<file path="config.mk">
export PLATFORM = sky130hd
export DESIGN_NAME = fp_addsub_seq
export DESIGN_NICKNAME = d
export VERILOG_FILES = /design/src/rtl/fp_pkg.sv /design/src/rtl/fp_round.sv /design/src/rtl/fp_addsub_seq.sv
export SDC_FILE = /design/constraint.sdc
export NUM_CORES = 1
export LEC_CHECK = 0
export ABC_AREA = 1
export ABC_CLOCK_PERIOD_IN_PS = 11900
export CORE_MARGIN = 5
export CORE_UTILIZATION = 50
export DETAILED_ROUTE_END_ITERATION = 16
export HOLD_SLACK_MARGIN = 0.02
export MAX_ROUTING_LAYER = met4
export PLACE_DENSITY_LB_ADDON = 0.25
export SLEW_MARGIN = 0
export SYNTH_ARGS = -nofsm -noshare
export SYNTH_HDL_FRONTEND = slang
export SYNTH_SLANG_ARGS = --single-unit
</file>
<file path="constraint.sdc">
create_clock -name clk -period 11.9 [get_ports clk]
set_clock_uncertainty 0.2 [all_clocks]
set_input_delay 2.38 -clock clk [delete_from_list [all_inputs] [get_ports clk]]
set_output_delay 2.38 -clock clk [all_outputs]
set_load 0.03 [all_outputs]
</file>
<file path="src/rtl/fp_pkg.sv">
// Shared constants and FSM state type for the sequential IEEE-754 adder/subtractor.
package fp_pkg;

    // Default field widths (IEEE-754 single precision) and exponent bias
    localparam int FP_EXP_W = 8;
    localparam int FP_MAN_W = 23;
    localparam int FP_BIAS  = 127;

    // Canonical quiet NaN produced for invalid operations such as inf - inf
    localparam logic [31:0] FP_QNAN = 32'h7FC0_0000;

    // Classification: an all-ones exponent field marks inf (fraction 0) or NaN (fraction != 0);
    // the fraction MSB is the quiet bit of a NaN
    localparam logic [FP_EXP_W-1:0] FP_EXP_SPECIAL = '1;
    localparam logic [FP_MAN_W-1:0] FP_QUIET_BIT   = 23'h40_0000;

    typedef enum logic [2:0] {
        S_IDLE   = 3'd0,
        S_UNPACK = 3'd1,
        S_ALIGN  = 3'd2,
        S_ADD    = 3'd3,
        S_NORM   = 3'd4,
        S_ROUND  = 3'd5,
        S_DONE   = 3'd6
    } state_t;

endpackage

</file>
<file path="src/rtl/fp_round.sv">
// Combinational round-to-nearest-even with overflow to signed infinity.
// mant_i is {hidden, fraction, guard, round, sticky}; exp_i is the biased exponent (>= 1).
module fp_round
    import fp_pkg::*;
#(
    parameter int EXP_W = FP_EXP_W,
    parameter int MAN_W = FP_MAN_W
) (
    input  logic                   sign_i,
    input  logic [EXP_W+1:0]       exp_i,
    input  logic [MAN_W+3:0]       mant_i,
    output logic [EXP_W+MAN_W:0]   res_o
);

    localparam int EW = EXP_W + 2;
    localparam logic [EXP_W-1:0] EXP_ALL1 = '1;
    localparam logic [EW-1:0]    EXP_INF  = {2'b00, EXP_ALL1};

    logic               lsb;
    logic               guard;
    logic               rest;
    logic               inc;
    logic [MAN_W+1:0]   m_r;
    logic [EW-1:0]      exp_r;
    logic [EW-1:0]      field;
    logic [MAN_W-1:0]   frac;
    logic               hidden;

    // Round the kept mantissa, renormalise on carry, then map the exponent to its field value
    always_comb begin
        lsb    = mant_i[3];
        guard  = mant_i[2];
        rest   = mant_i[1] | mant_i[0];
        inc    = guard & (rest | lsb);
        m_r    = {1'b0, mant_i[MAN_W+3:3]} + (MAN_W+2)'(inc);
        exp_r  = exp_i;
        frac   = m_r[MAN_W-1:0];
        hidden = m_r[MAN_W];
        if (m_r[MAN_W+1]) begin
            // 1.111..1 rounded up to 10.000..0: fraction becomes zero, exponent bumps
            exp_r  = exp_i + EW'(1);
            frac   = '0;
            hidden = 1'b1;
        end
        // Hidden bit clear means a subnormal result, whose exponent field is zero
        field = hidden ? exp_r : '0;
        if (field >= EXP_INF) begin
            res_o = {sign_i, EXP_ALL1, {MAN_W{1'b0}}};
        end else begin
            res_o = {sign_i, field[EXP_W-1:0], frac};
        end
    end

endmodule

</file>
<file path="src/rtl/fp_addsub_seq.sv">
// Multi-cycle IEEE-754 adder/subtractor: one bit of alignment or normalisation per cycle.
// Operands are captured at acceptance; the datapath then works only on the captured copy.
module fp_addsub_seq
    import fp_pkg::*;
#(
    parameter int EXP_W = FP_EXP_W,
    parameter int MAN_W = FP_MAN_W
) (
    input  logic                 clk,
    input  logic                 rst,
    input  logic                 in_valid,
    output logic                 in_ready,
    input  logic [EXP_W+MAN_W:0] add1,
    input  logic [EXP_W+MAN_W:0] add2,
    input  logic                 sub,
    output logic                 out_valid,
    input  logic                 out_ready,
    output logic [EXP_W+MAN_W:0] sum
);

    localparam int W  = 1 + EXP_W + MAN_W;
    localparam int MW = MAN_W + 4;          // hidden + fraction + guard + round + sticky
    localparam int EW = EXP_W + 2;          // headroom for exponent increments

    localparam logic [EW-1:0]    EXP_ONE   = EW'(1);
    localparam logic [EW-1:0]    ALIGN_MAX = EW'(MW - 1);
    localparam logic [EXP_W-1:0] EXP_ALL1  = '1;
    localparam logic [W-1:0]     QNAN      = {1'b0, EXP_ALL1, 1'b1, {(MAN_W-1){1'b0}}};
    localparam logic [W-1:0]     QUIET     = W'(1) << (MAN_W - 1);

    state_t            state_q, state_d;
    logic [W-1:0]      opa_q, opa_d;
    logic [W-1:0]      opb_q, opb_d;
    logic              sub_q, sub_d;
    logic              sa_q, sa_d;          // sign of the larger operand (result sign)
    logic              sb_q, sb_d;          // effective sign of the smaller operand
    logic [EW-1:0]     exp_q, exp_d;
    logic [EW-1:0]     diff_q, diff_d;
    logic [MW-1:0]     ma_q, ma_d;
    logic [MW-1:0]     mb_q, mb_d;
    logic [MW:0]       sm_q, sm_d;          // magnitude sum with carry bit on top
    logic [W-1:0]      sum_q, sum_d;

    logic [EXP_W-1:0]  ea_f, eb_f, big_ef, small_ef;
    logic [MAN_W-1:0]  fa, fb, big_f, small_f;
    logic              sa_raw, sb_eff;
    logic              a_nan, b_nan, a_inf, b_inf;
    logic              swap;
    logic [EW-1:0]     big_e, small_e;
    logic [MW:0]       mag_res;
    logic [W-1:0]      rnd_res;

    // Field extraction, classification and magnitude ordering of the captured operands
    always_comb begin
        ea_f    = opa_q[W-2:MAN_W];
        eb_f    = opb_q[W-2:MAN_W];
        fa      = opa_q[MAN_W-1:0];
        fb      = opb_q[MAN_W-1:0];
        sa_raw  = opa_q[W-1];
        sb_eff  = opb_q[W-1] ^ sub_q;
        a_nan   = (ea_f == EXP_ALL1) && (fa != '0);
        b_nan   = (eb_f == EXP_ALL1) && (fb != '0);
        a_inf   = (ea_f == EXP_ALL1) && (fa == '0);
        b_inf   = (eb_f == EXP_ALL1) && (fb == '0);
        swap    = opb_q[W-2:0] > opa_q[W-2:0];
        big_ef   = swap ? eb_f : ea_f;
        small_ef = swap ? ea_f : eb_f;
        big_f    = swap ? fb : fa;
        small_f  = swap ? fa : fb;
        // A zero exponent field behaves as exponent 1 with no hidden bit
        big_e    = (big_ef == '0)   ? EXP_ONE : {2'b00, big_ef};
        small_e  = (small_ef == '0) ? EXP_ONE : {2'b00, small_ef};
    end

    // Add or subtract the aligned magnitudes; |A| >= |B| so subtraction never goes negative
    always_comb begin
        if (sa_q == sb_q) begin
            mag_res = {1'b0, ma_q} + {1'b0, mb_q};
        end else begin
            mag_res = {1'b0, ma_q} - {1'b0, mb_q};
        end
    end

    fp_round #(
        .EXP_W (EXP_W),
        .MAN_W (MAN_W)
    ) u_round (
        .sign_i (sa_q),
        .exp_i  (exp_q),
        .mant_i (sm_q[MW-1:0]),
        .res_o  (rnd_res)
    );

    // Next-state and datapath update for each FSM step
    always_comb begin
        state_d = state_q;
        opa_d   = opa_q;
        opb_d   = opb_q;
        sub_d   = sub_q;
        sa_d    = sa_q;
        sb_d    = sb_q;
        exp_d   = exp_q;
        diff_d  = diff_q;
        ma_d    = ma_q;
        mb_d    = mb_q;
        sm_d    = sm_q;
        sum_d   = sum_q;
        case (state_q)
            S_IDLE: begin
                if (in_valid) begin
                    opa_d   = add1;
                    opb_d   = add2;
                    sub_d   = sub;
                    state_d = S_UNPACK;
                end
            end
            S_UNPACK: begin
                if (a_nan) begin
                    sum_d   = opa_q | QUIET;
                    state_d = S_DONE;
                end else if (b_nan) begin
                    sum_d   = opb_q | QUIET;
                    state_d = S_DONE;
                end else if (a_inf && b_inf && (sa_raw != sb_eff)) begin
                    sum_d   = QNAN;
                    state_d = S_DONE;
                end else if (a_inf) begin
                    sum_d   = {sa_raw, opa_q[W-2:0]};
                    state_d = S_DONE;
                end else if (b_inf) begin
                    sum_d   = {sb_eff, opb_q[W-2:0]};
                    state_d = S_DONE;
                end else begin
                    sa_d    = swap ? sb_eff : sa_raw;
                    sb_d    = swap ? sa_raw : sb_eff;
                    exp_d   = big_e;
                    diff_d  = big_e - small_e;
                    ma_d    = {(big_ef != '0), big_f, 3'b000};
                    mb_d    = {(small_ef != '0), small_f, 3'b000};
                    state_d = S_ALIGN;
                end
            end
            S_ALIGN: begin
                if (diff_q == '0) begin
                    state_d = S_ADD;
                end else if (diff_q > ALIGN_MAX) begin
                    // Everything would shift out: fold it all into sticky at once
                    mb_d   = {{(MW-1){1'b0}}, |mb_q};
                    diff_d = '0;
                end else begin
                    mb_d   = {1'b0, mb_q[MW-1:2], mb_q[1] | mb_q[0]};
                    diff_d = diff_q - EW'(1);
                    if (diff_q == EXP_ONE) begin
                        state_d = S_ADD;
                    end
                end
            end
            S_ADD: begin
                if (mag_res == '0) begin
                    // Exact zero is +0 unless both contributions were negative
                    sum_d   = {(sa_q & sb_q), {(W-1){1'b0}}};
                    state_d = S_DONE;
                end else begin
                    sm_d    = mag_res;
                    state_d = S_NORM;
                end
            end
            S_NORM: begin
                if (sm_q[MW]) begin
                    sm_d    = {1'b0, sm_q[MW:2], sm_q[1] | sm_q[0]};
                    exp_d   = exp_q + EW'(1);
                    state_d = S_ROUND;
                end else if (sm_q[MW-1] || (exp_q == EXP_ONE)) begin
                    state_d = S_ROUND;
                end else begin
                    sm_d  = sm_q << 1;
                    exp_d = exp_q - EW'(1);
                end
            end
            S_ROUND: begin
                sum_d   = rnd_res;
                state_d = S_DONE;
            end
            S_DONE: begin
                if (out_ready) begin
                    state_d = S_IDLE;
                end
            end
            default: begin
                state_d = S_IDLE;
            end
        endcase
    end

    // State and datapath registers; reset clears everything and abandons any operation
    always_ff @(posedge clk or posedge rst) begin
        if (rst) begin
            state_q <= S_IDLE;
            opa_q   <= '0;
            opb_q   <= '0;
            sub_q   <= 1'b0;
            sa_q    <= 1'b0;
            sb_q    <= 1'b0;
            exp_q   <= '0;
            diff_q  <= '0;
            ma_q    <= '0;
            mb_q    <= '0;
            sm_q    <= '0;
            sum_q   <= '0;
        end else begin
            state_q <= state_d;
            opa_q   <= opa_d;
            opb_q   <= opb_d;
            sub_q   <= sub_d;
            sa_q    <= sa_d;
            sb_q    <= sb_d;
            exp_q   <= exp_d;
            diff_q  <= diff_d;
            ma_q    <= ma_d;
            mb_q    <= mb_d;
            sm_q    <= sm_d;
            sum_q   <= sum_d;
        end
    end

    assign in_ready  = (state_q == S_IDLE);
    assign out_valid = (state_q == S_DONE);
    assign sum       = sum_q;

endmodule

</file>
==> results of run 1 <==
final cells by class:
cell class,instances,area (sq um)
fillers,3250,14000
multi-input cells,1834,9450
flip-flops and latches,201,5030
inverters,346,1310
repair buffers,116,1130
clock buffers,37,781
well taps,442,553
clock inverters,7,82.6
diodes,2,5.00
flip-flops by register name, summed over array words and instances (netlist names), 3 cells and up:
| signal | cells |
|---|---|
| diff_q | 10 |
| exp_q | 10 |
| ma_q | 24 |
| mb_q | 27 |
| opa_q | 32 |
| opb_q | 32 |
| sm_q | 28 |
| state_q | 3 |
| sum | 32 |
synth_stat cells, drive strengths merged, types with 3 or more instances:
cell | n | area [sq um]
a21o | 3 | 22.5
xnor2 | 4 | 35.0
nor2 | 265 | 1010
nand3 | 164 | 831
buf | 52 | 298
o21bai | 5 | 37.5
a22oi | 6 | 45.0
o31ai | 3 | 22.5
nor4 | 15 | 115
o22ai | 9 | 62.6
o211ai | 10 | 75.1
clkbuf | 53 | 203
nor3 | 31 | 181
xor2 | 30 | 263
nand3b | 4 | 30.0
dfrtp | 201 | 5030
o21ai | 208 | 1040
nand4 | 58 | 369
nand2 | 678 | 2570
o221ai | 45 | 394
inv | 345 | 1290
ha | 97 | 1210
a21boi | 7 | 52.6
mux2 | 3 | 33.8
a21oi | 173 | 881
per-layer routing:
layer,share of wire,global-route usage,vias up
met1,0.46,0.495,8144
met3,0.078,0.0482,110
li1,-,-,8202
met5,0,-,-
met2,0.43,0.491,796
met4,0.036,0.108,0
path summary, 6_finish.rpt:
path	from	to
setup reg to reg	opa_q[10]$_DFFE_PP0P_	diff_q[8]$_DFFE_PP0P_
max in group asynchronous	rst	sm_q[7]$_DFFE_PP0P_
setup / recovery	opa_q[10]$_DFFE_PP0P_	diff_q[8]$_DFFE_PP0P_
hold / removal	sum[20]$_DFFE_PP0P_	sum[20]$_DFFE_PP0P_
hold reg to reg	sum[20]$_DFFE_PP0P_	sum[20]$_DFFE_PP0P_
min in group asynchronous	rst	opb_q[9]$_DFFE_PP0P_
metrics by stage:
| step | hold slack [ps] | util | worst slack [ps] | cells | area [sq um] |
|---|---|---|---|---|---|
| finish | 278 | 0.568 | 6290 | 2985 | 18300 |
| detailed placement | 263 | 0.541 | 6470 | 2939 | 17500 |
| CTS | 282 | 0.568 | 6420 | 2983 | 18300 |
| global route | 312 | 0.568 | 5750 | 2985 | 18300 |
| global placement | 261 | 0.541 | 6540 | 2939 | 17500 |
| floorplan | 257 | - | 3840 | 2486 | 16300 |
kinds of logic after synthesis:
group                    after synthesis
adder cells (fa/ha/maj)               99
flip-flops                           201
multiplexers                           3
buffers and inverters                451
XOR/XNOR                              34
AO/OA/AOI/OAI                        477
AND/OR/NAND/NOR                     1221
worst register-to-register path: cells and delay by family (launching register included):
family | cells | cell delay [ps]
AND/OR/NAND/NOR | 15 | 1850
AO/OA/AOI/OAI | 6 | 1740
adder cells (fa/ha/maj) | 3 | 680
buffers and inverters | 9 | 640
flip-flops | 1 | 380
==> run metrics, run 1 <==
Primary FF master, synth=dfrtp_1; Crit Path Class=register to register; vias in the first global route=16100; Avg Vias per Cell=~5.8; post-synthesis net count=2654; stages on the worst setup path=33; core box area=around 0.032 sq mm; min cycle time layout=approximately 5600 ps; largest net degree at the start of global routing=109; die area=around 0.036 sq mm; sequential element share of the synthesized area=0.309; CP most frequent cell=inv_1; R2R cell count=33; Root Buffer=clkbuf_16; placer congestion estimate=a little over 1; outcome=finished clean; dpl hpwl=approximately 47000 um; total grt overflow=0; Post-synth EDFFs=0; FF+latch count, synth=201; Rows=66; Sink Count=201; Starting Density=0.504; main combinational cell family by area after synthesis=simple AND/OR/NAND/NOR gates; Hold Path Depth=2; Slew @ Worst Pin=1130 ps; slowest CP cell=o21ai_0; Final nets=between 2000 and 3000; Crit Path Max Fanout=31; Max-slew headroom=0.243; Post-Syn Area=between 0.015 and 0.02 sq mm; Initial DRC Count=approximately 1900; Worst path max stage delay=840 ps; Critical Path RT=roughly 12000 ps; most frequent cells in the layout=670 x nand2_1, 333 x inv_1, 259 x nor2_1; Startpoint Class=register; Max Clock Freq=0.178 GHz; Final setup viols=0; Overall Global Routing Usage=0.340; share of layout cells above drive strength 1=0.0401; Synth Area in Adders=0.0771; first-pass GRT wire length=approximately 94000 um; Worst-path clk slew=about 60 ps; chip width=approximately 190 um; XOR/XNOR Fraction of Synth Area=0.0183; max-slew violation count=0; Post-DRT Antenna Nets=0; Post-CTS Setup Inserts=0; hold_buf cts=0; via count=around 17000; Fin Setup TNS=0 ps; distinct cell type count after synthesis=56; MaxCap Viol Count=0; First-pass DRT Iterations=6; Synth Area in Compound Gates=0.166; Worst EP arrival=between 5000 and 6000 ps; fraction of registers with async set/reset=1.00; reg2reg setup slack=approximately 6300 ps; Tcrit/Tclk final=0.471; CTS tree=done; multiplexer share of the synthesized area=0.00208; die height=~190 um; simple-gate portion of the synthesized area=0.317; most common cell after layout, fill and taps aside=nand2_1; total I/O pin count=103; WL/cell=20.4 um; worst-skew pair later-pin latency=between 500 and 600 ps; Hold Crit Class=register to register; final hold vios=0; number of port buffers=about 100; Buf+Inv Stages, Crit Path=9; synthesized area per cell=6.54 sq um; # H-tree levels=1; delay-heaviest family, CP=simple AND/OR/NAND/NOR gates; CP Capture Type=register; DRC=0; CTS resizes=0; RSZ-0062 raised after global routing=no; antenna violations before repair=2; CTS Buf Count=25; CTS Buffer Depth=3; DRT Wirelength=60800 um; Mapped Cells=about 2500; Yosys Warn Count=0; area delta synth->final=12.7%
Power of run 1 is left out: the tool's default activity adds up to more than one toggle a clock period on the data nets, which glitch-free logic cannot reach.
==> run 2, diff against run 1 <==
Settings changed: ABC_CLOCK_PERIOD_IN_PS 11900 to 5560.
Clock period 11.9 ns to 5.56 ns, I/O delays scaled along.
==> run metrics, run 2 (synthesis results as in run 1) <==
largest net degree at the start of global routing=104; pre-CTS WS=roughly 650 ps; share of layout cells above drive strength 1=0.0446; Post-DRT Antenna Nets=0; outcome=finished clean; worst-skew pair later-pin latency=560 ps; Worst EP arrival=~5200 ps; min cycle time layout=4950 ps; CP Capture Type=register; first-pass GRT wire length=between 90000 and 100000 um; Tcrit/Tclk final=0.890; CP most frequent cell=inv_1; Hold Crit Class=register to register; Sink Count=between 200 and 250; total I/O pin count=approximately 100; die area=0.0362 sq mm; Crit Path Class=register to register; RSZ-0062 raised after global routing=no; CTS tree=done; WL/cell=between 15 and 20 um; Max-slew headroom=0.247; placer congestion estimate=between 1 and 1.5; area delta synth->final=13.6%; Overall Global Routing Usage=0.329; Startpoint Class=register; top routing layer in use=met4; max-slew violation count=0; dpl hpwl=between 40000 and 50000 um; final hold vios=0; met3 WL=5770 um; die height=between 150 and 200 um; DRC=0; Crit Path Max Fanout=34; Worst path max stage delay=600 ps; via count=roughly 17000; Starting Density=0.504; Avg Vias per Cell=between 5 and 6; Slew @ Worst Pin=~1100 ps; chip width=between 150 and 200 um; most common cell after layout, fill and taps aside=nand2_1; DRT Wirelength=58200 um; CTS Buffer Depth=3; Worst-path clk slew=roughly 60 ps; vias in the first global route=16300; Final WS setup=between 600 and 700 ps; most frequent cells in the layout=670 x nand2_1, 333 x inv_1, 259 x nor2_1; WL met1=between 20000 and 30000 um; Final nets=around 2700; antenna violations before repair=1; core box area=0.0323 sq mm; Final setup viols=0; CTS Buf Count=25; slowest CP cell=o21ai_0; total grt overflow=0; Max Clock Freq=0.202 GHz; Root Buffer=clkbuf_16; Critical Path RT=5850 ps; MaxCap Viol Count=0; Initial DRC Count=1560; routed wl met2=24000 um; reg2reg setup slack=about 610 ps; # H-tree levels=1; First-pass DRT Iterations=8; Rows=66; number of port buffers=between 100 and 150; Fin Setup TNS=0 ps
## run 2: final timing paths
| path | startpoint | to | cells after the start |
|---|---|---|---|
| max reg2reg | opa_q[14]$_DFFE_PP0P_ | diff_q[8]$_DFFE_PP0P_ | 29 |
| max | opa_q[14]$_DFFE_PP0P_ | diff_q[8]$_DFFE_PP0P_ | 29 |
| min in group asynchronous | rst | opb_q[15]$_DFFE_PP0P_ | 3 |
| max in group asynchronous | rst | opa_q[31]$_DFFE_PP0P_ | 3 |
| min reg2reg | sum[22]$_DFFE_PP0P_ | sum[22]$_DFFE_PP0P_ | 2 |
| min | sum[22]$_DFFE_PP0P_ | sum[22]$_DFFE_PP0P_ | 2 |
## run 2: repair_timing
action / in CTS / in global routing
endpoints found under the setup margin: 0 / 1
resized for setup: 0 / 6
buffers inserted: 0 / 0
hold buffers: 0 / 0
## run 2: layer usage
| metal | up-vias | global-route usage |
|---|---|---|
| met2 | 828 | 0.465 |
| met3 | 140 | 0.0741 |
| met1 | 7928 | 0.462 |
| met4 | 0 | 0.120 |
| met5 | - | - |
| li1 | 8228 | - |
## run 2: per-stage QoR
step,std cells,area (sq um),util,hold slack [ps]
6_report,2997,18500,0.572,275
2_1_floorplan,2486,16300,-,257
5_1_grt,2997,18500,0.572,316
4_1_cts,2996,18500,0.572,279
3_3_place_gp,2950,17600,0.544,259
3_5_place_dp,2950,17600,0.544,262
## run 2: final cells by class
type,count,area [sq um]
antenna,1,2.50
fill,3179,13800
inverter,346,1300
clock buffer,30,674
clock inverter,16,231
timing repair buffer,127,1230
multi-input combinational,1834,9450
tap,442,553
sequential,201,5030
## run 2: worst max-delay path: cells and delay by family, from the launching register on
kind | cells | cell delay [ps]
AND/OR/NAND/NOR | 13 | 1750
adder cells (fa/ha/maj) | 3 | 840
AO/OA/AOI/OAI | 6 | 1200
flip-flops | 1 | 390
buffers and inverters | 7 | 490
Power of run 2 is left out for the same reason.
